===== src/rtl/onfi_status_poller.sv =====
// -----------------------------------------------------------------------------
// onfi_status_poller
//
// Sits directly upstream of the status-read engine (get_status). Repeatedly
// requests a Read Status (70h) byte over a req/ack handshake, evaluates the
// RDY bit, inserts a programmable gap between polls and reports the final
// status, fail bit, poll count, timeout and abort outcome to the command layer.
// Used after program, erase and reset operations to wait for an idle LUN.
//
// Build option:
//   POLL_ARDY_EN - when defined, "ready" also requires ARDY (status bit 5), so
//                  cache operations wait for the array to go idle as well.
//                  When undefined, only status[RDY_BIT] is evaluated.
// -----------------------------------------------------------------------------
module onfi_status_poller #(
  parameter int unsigned POLL_INTERVAL = 16,   // cycles from accepting ack to next req rise, >= 1
  parameter int unsigned TIMEOUT_POLLS = 1024, // max polls per operation, 1..65535
  parameter int unsigned RDY_BIT       = 6,    // status bit meaning LUN ready
  parameter int unsigned FAIL_BIT      = 0     // status bit meaning operation failed
) (
  input  logic        onfi_clk,
  input  logic        onfi_rst_n,
  // command-layer side
  input  logic        poll_start,
  input  logic        poll_abort,
  output logic        poll_busy,
  output logic        poll_done,
  output logic [7:0]  poll_status,
  output logic        poll_fail,
  output logic        poll_timeout,
  output logic        poll_aborted,
  output logic [15:0] poll_count,
  // status-reader side
  output logic        st_req,
  input  logic        st_ack,
  input  logic [7:0]  st_data
);

  // Gap counter is wide enough to hold POLL_INTERVAL-1 for any legal interval.
  localparam int unsigned     GAP_W     = $clog2(POLL_INTERVAL) + 1;
  localparam logic [GAP_W-1:0] GAP_LOAD = GAP_W'(POLL_INTERVAL - 1);
  localparam logic [15:0]     COUNT_MAX = 16'(TIMEOUT_POLLS);
  localparam logic [2:0]      RDY_IDX   = 3'(RDY_BIT);
  localparam logic [2:0]      FAIL_IDX  = 3'(FAIL_BIT);
  localparam logic [2:0]      ARDY_IDX  = 3'd5;

  localparam logic [1:0] IDLE = 2'd0;
  localparam logic [1:0] REQ  = 2'd1;
  localparam logic [1:0] GAP  = 2'd2;
  localparam logic [1:0] DONE = 2'd3;

  logic [1:0]       state;
  logic [GAP_W-1:0] gap_cnt;
  logic             abort_pending;

  logic             byte_ready;
  logic             abort_hit;
  logic [15:0]      count_next;
  logic             count_at_limit;

  // Decode the incoming status byte and the poll-count bookkeeping.
  always_comb begin
    // NOTE: every signal gets a value before any conditional logic so no
    // path leaves it unassigned; otherwise a latch would be inferred.
    byte_ready     = st_data[RDY_IDX];
    abort_hit      = abort_pending | poll_abort;
    count_next     = poll_count;
    count_at_limit = 1'b0;
`ifdef POLL_ARDY_EN
    byte_ready     = st_data[RDY_IDX] & st_data[ARDY_IDX];
`endif
    // Saturating increment: the count can never pass TIMEOUT_POLLS.
    if (poll_count != COUNT_MAX) begin
      count_next = poll_count + 16'd1;
    end
    count_at_limit = (count_next == COUNT_MAX);
  end

  // Poll sequencer: FSM, gap timer and all registered outputs.
  always_ff @(posedge onfi_clk or negedge onfi_rst_n) begin
    // NOTE: result registers are reset as well as the FSM, so every output
    // reads 0 the instant reset asserts, even mid-operation.
    if (!onfi_rst_n) begin
      state         <= IDLE;
      gap_cnt       <= '0;
      abort_pending <= 1'b0;
      poll_busy     <= 1'b0;
      poll_done     <= 1'b0;
      poll_status   <= 8'h00;
      poll_fail     <= 1'b0;
      poll_timeout  <= 1'b0;
      poll_aborted  <= 1'b0;
      poll_count    <= 16'd0;
      st_req        <= 1'b0;
    end else begin
      // NOTE: non-blocking assignments throughout, so every register samples
      // the pre-edge values and ordering inside the block does not matter.
      case (state)
        IDLE: begin
          abort_pending <= 1'b0;
          if (poll_start) begin
            state        <= REQ;
            st_req       <= 1'b1;
            poll_busy    <= 1'b1;
            poll_count   <= 16'd0;
            poll_timeout <= 1'b0;
            poll_fail    <= 1'b0;
            poll_aborted <= 1'b0;
          end
        end

        REQ: begin
          if (st_ack) begin
            // Handshake completes: capture the byte and decide what is next.
            st_req      <= 1'b0;
            poll_status <= st_data;
            poll_count  <= count_next;
            if (byte_ready) begin
              // Ready wins over both abort and timeout on the same byte.
              state     <= DONE;
              poll_done <= 1'b1;
              poll_fail <= st_data[FAIL_IDX];
            end else if (abort_hit) begin
              state        <= DONE;
              poll_done    <= 1'b1;
              poll_aborted <= 1'b1;
            end else if (count_at_limit) begin
              state        <= DONE;
              poll_done    <= 1'b1;
              poll_timeout <= 1'b1;
            end else begin
              state   <= GAP;
              gap_cnt <= GAP_LOAD;
            end
          end else if (poll_abort) begin
            // Never break an outstanding handshake; act on it at the ack.
            abort_pending <= 1'b1;
          end
        end

        GAP: begin
          if (poll_abort) begin
            state        <= DONE;
            poll_done    <= 1'b1;
            poll_aborted <= 1'b1;
          end else if (gap_cnt == '0) begin
            state  <= REQ;
            st_req <= 1'b1;
          end else begin
            gap_cnt <= gap_cnt - GAP_W'(1);
          end
        end

        DONE: begin
          // One-cycle completion pulse; results hold until the next start.
          state         <= IDLE;
          poll_done     <= 1'b0;
          poll_busy     <= 1'b0;
          abort_pending <= 1'b0;
        end

        default: begin
          state <= IDLE;
        end
      endcase
    end
  end

endmodule

===== config.mk =====
export PLATFORM = sky130hd
export DESIGN_NAME = onfi_status_poller
export DESIGN_NICKNAME = d
export VERILOG_FILES = /design/src/rtl/onfi_status_poller.sv
export SDC_FILE = /design/constraint.sdc
export NUM_CORES = 1
export LEC_CHECK = 0
export ABC_AREA = 1
export CAP_MARGIN = 20
export CORE_ASPECT_RATIO = 2
export CORE_MARGIN = 1
export CORE_UTILIZATION = 53
export CTS_CLUSTER_DIAMETER = 50
export DETAILED_ROUTE_END_ITERATION = 6
export PLACE_DENSITY_LB_ADDON = 0.12
export SLEW_MARGIN = 15
export SYNTH_ARGS = -nofsm -noshare
export SYNTH_HDL_FRONTEND = slang
export SYNTH_SLANG_ARGS = --single-unit

===== constraint.sdc =====
create_clock -name onfi_clk -period 2.55 [get_ports onfi_clk]
set_input_delay 0.255 -clock onfi_clk [delete_from_list [all_inputs] [get_ports onfi_clk]]
set_output_delay 0.255 -clock onfi_clk [all_outputs]
set_load 0.02 [all_outputs]

==> results of run 1 <==
-- synth_stat cells (all sizes together) --
library cell,instances,share of area
nand2,81,0.13
inv,48,0.076
nor2,46,0.084
dfrtp,38,0.40
nand3,20,0.046
o21ai,16,0.034
o22ai,10,0.026
xor2,10,0.037
ha,9,0.047
a21oi,8,0.018
nand4,8,0.021
mux2,7,0.033
nor3,4,0.0084
clkbuf,3,0.0047
buf,2,0.0053
nor4,2,0.0053
o211ai,2,0.0063
a211oi,1,0.0032
a22o,1,0.0037
and2,1,0.0026
o2111ai,1,0.0037
or2,1,0.0026
-- cells by family (layout without fill, tap and decap cells) --
kind of cell               after synthesis  in the layout  share of synthesized area
and+or+nand+nor                        163            163                      0.303
buffers and inverters                   53            101                     0.0856
AOI/OAI and AO/OA                       39             39                     0.0951
DFF                                     38             38                      0.399
xor gates and xnor gates                10             10                     0.0368
adders and majority gates                9              9                     0.0473
muxes                                    7              7                     0.0331
-- worst paths after layout --
check / startpoint / endpoint / slack [ns] / depth (start not counted)
worst max-delay path: state[1] / gap_cnt[1] / 0.24 / 8
worst min register to register: st_req / st_req / 0.50 / 2
max in group asynchronous: onfi_rst_n / state[1] / 1.95 / 1
min in group onfi_clk: st_req / st_req / 0.50 / 2
worst max register to register: state[1] / gap_cnt[1] / 0.24 / 8
worst min-delay path: onfi_rst_n / poll_count[1] / 0.06 / 1
-- final cells by class --
cell class | count | area (µm²) | share of cell area
multi-input cells | 228 | 1230 | 0.415
flip-flops and latches | 38 | 951 | 0.321
repair buffers | 45 | 438 | 0.148
inverters | 48 | 180 | 0.0609
clock buffers | 6 | 82.6 | 0.0279
well taps | 54 | 67.6 | 0.0228
clock inverters | 2 | 12.5 | 0.00423
-- stage by stage --
step / cell area (µm²) / setup WS [ns]
2_1_floorplan: 2380 / 0.656
3_3_place_gp: 2860 / 0.299
3_5_place_dp: 2860 / 0.224
4_1_cts: 2960 / 0.268
5_1_grt: 2960 / 0.0968
6_report: 2960 / 0.242
-- critical path, cell delays in order (launching register included) --
cell,delay [ns]
sky130_fd_sc_hd__dfrtp_1,0.39
sky130_fd_sc_hd__inv_1,0.11
sky130_fd_sc_hd__ha_1,0.36
sky130_fd_sc_hd__inv_1,0.19
sky130_fd_sc_hd__nor2_1,0.09
sky130_fd_sc_hd__nor4_1,0.70
sky130_fd_sc_hd__nand2_4,0.19
sky130_fd_sc_hd__nor2_2,0.13
sky130_fd_sc_hd__a21oi_2,0.04
-- per-layer routing --
metal,GRT usage,vias up
met5,0,-
met4,0.229,0
met3,0.0346,37
met2,0.526,75
met1,0.280,1053
li1,-,1121
-- flip-flops by register name, indices dropped and copies added (netlist names) --
signal	flops
abort_pending	1
gap_cnt	5
poll_aborted	1
poll_busy	1
poll_count	16
poll_done	1
poll_fail	1
poll_status	8
poll_timeout	1
st_req	1
state	2
-- power by group --
group / total (µW) / internal, µW / switching [µW] / leakage, µW
combinational: 1410 / 562 / 848 / 0.000823
clock: 439 / 217 / 222 / 0.0000472
sequential: 914 / 783 / 131 / 0.000486
==> out/summary.log, run 1 <==
[outcome] outcome finished clean
[setup_path] launching element type of the critical path flop
[route] met3 routed wirelength 184 µm
[route] DR pass1 iterations 4
[final_layout] highest-count cells in the layout ignoring fill and taps 78 x sky130_fd_sc_hd__nand2_1, 47 x sky130_fd_sc_hd__inv_1, 41 x sky130_fd_sc_hd__clkdlybuf4s50_1
[timing] number of pins with negative max-slew slack in the final report 0
[timing] worst-case hold slack 0.0591 ns
[timing] Final Critical Period 2.31 ns
[cts] CTS clock-pin slew for the worst setup and hold paths 0.08 ns
[floorplanning] io pins 43
[timing] transition time of the tightest slew-check pin 0.847 ns
[route] DRT iter0 DRCs 47
[cts] clock tree root driver cell sky130_fd_sc_hd__clkbuf_8
[cts] count of hold-fix buffers inserted at cts 0
[floorplanning] core area 0.00434 mm²
[run] max_cap viols 0
[global_route] Total GRT Usage 0.290
[placement] total of buffers placed on input and output ports 42
[cts] total setup buffers inserted after CTS 0
[route] Post-route DRC 0
[placement] routability congestion estimate from global placement 0.983
[floorplanning] std cell rows 34
[cts] CTS buffer count 5
[cts] total number of H-tree levels 2
[setup_path] data required time of the critical path 2.73 ns
[cts] CTS Buffer Depth 2
[floorplanning] die outline area 0.00478 mm²
[route] antenna violation net count after detailed routing 0
[route] routed wirelength normalized by instance count 14.9 µm
[final_layout] post-synthesis to final-layout area growth 24.2%
[cts] Resize count post-CTS 0
[final_layout] number of cells in the finished layout apart from fillers 421
[timing] sum of negative setup slack 0 ns
[power] cell area power density 934 mW/mm²
[global_route] total congestion overflow after global routing 0
[synth] FF+latch count, synth 38
[synth] cell area after synthesis 0.00238 mm²
[cts] TritonCTS clock tree done
[cts] clk sink count 38
[power] Final Total Pwr 2760 µW
[setup_path] crit path capture type flop
[route] wl on met1 2180 µm
[floorplanning] initial standard-cell utilization of the core 0.549
[route] total via count in the routed design 2286
[synth] sequential-to-total area share from yosys stat 0.399
[route] detail-routed via count per cell 5.43
[global_route] pin count of the biggest net entering global routing 39
[power] worst-case vdd ir drop 898 µV
[timing] final clock period utilization by the worst path 0.905
[route] routed wl met2 3480 µm
[floorplanning] die span in y 96.8 µm
[final_layout] Core Util, Final 0.682
[final_layout] commonest non-fill, non-tap cell in the layout sky130_fd_sc_hd__nand2_1
[power] P_leak 0.00136 µW
[setup_path] CP Data Arrival Time 2.49 ns
[placement] Placed Cells incl. Taps 413
[floorplanning] chip width 49.4 µm
[route] top layer in use met4
[synth] number of nets in the synthesized netlist 341
[placement] detailed-placement wirelength estimate 4910 µm
[final_layout] number of filler instances in the final layout 404
[timing] Final setup violation count 0
[global_route] global-route wire length before repair 10400 µm
[final_layout] Final #Nets 388
[final_layout] number of inserted diodes 0
[final_layout] share of layout cells above drive strength 1 0.0926
[global_route] number of global-route vias before repair 2312
[cts] source-to-sink clock delay at the later pin of the worst-skew pair 0.29 ns
[synth] Mapped Avg Cell Area 7.47 µm²
[route] routed wire length 6260 µm
[setup_path] peak fanout along the critical path 12
[setup_path] classification of the worst setup path flop to flop
[global_route] initial antenna violation count 0
[synth] Synth cell types 31
[timing] final count of hold timing violations 0
[timing] unrepaired setup endpoints after global routing false
[min_path] worst min path class primary input to asynchronous set/reset pin
[synth] cell count after synthesis 319
[timing] headroom to the max-slew limit 0.435
[timing] achievable clock frequency 433 MHz
[synth] number of warning messages in the yosys log 0
[timing] clock tree skew after final layout 0.00728 ns
No activity file was read; power rests on OpenSTA's default activity.
==> inputs of run 2 (changes only) <==
Settings changed: SLEW_MARGIN 15 to default.
==> results of run 2 <==
Final layout, timing and power as in run 1 (identical DEF).
==> inputs of run 3 (changes only) <==
Settings changed: CTS_CLUSTER_DIAMETER 50 to default.
==> results of run 3 <==
Final layout, timing and power as in run 1 (identical DEF).
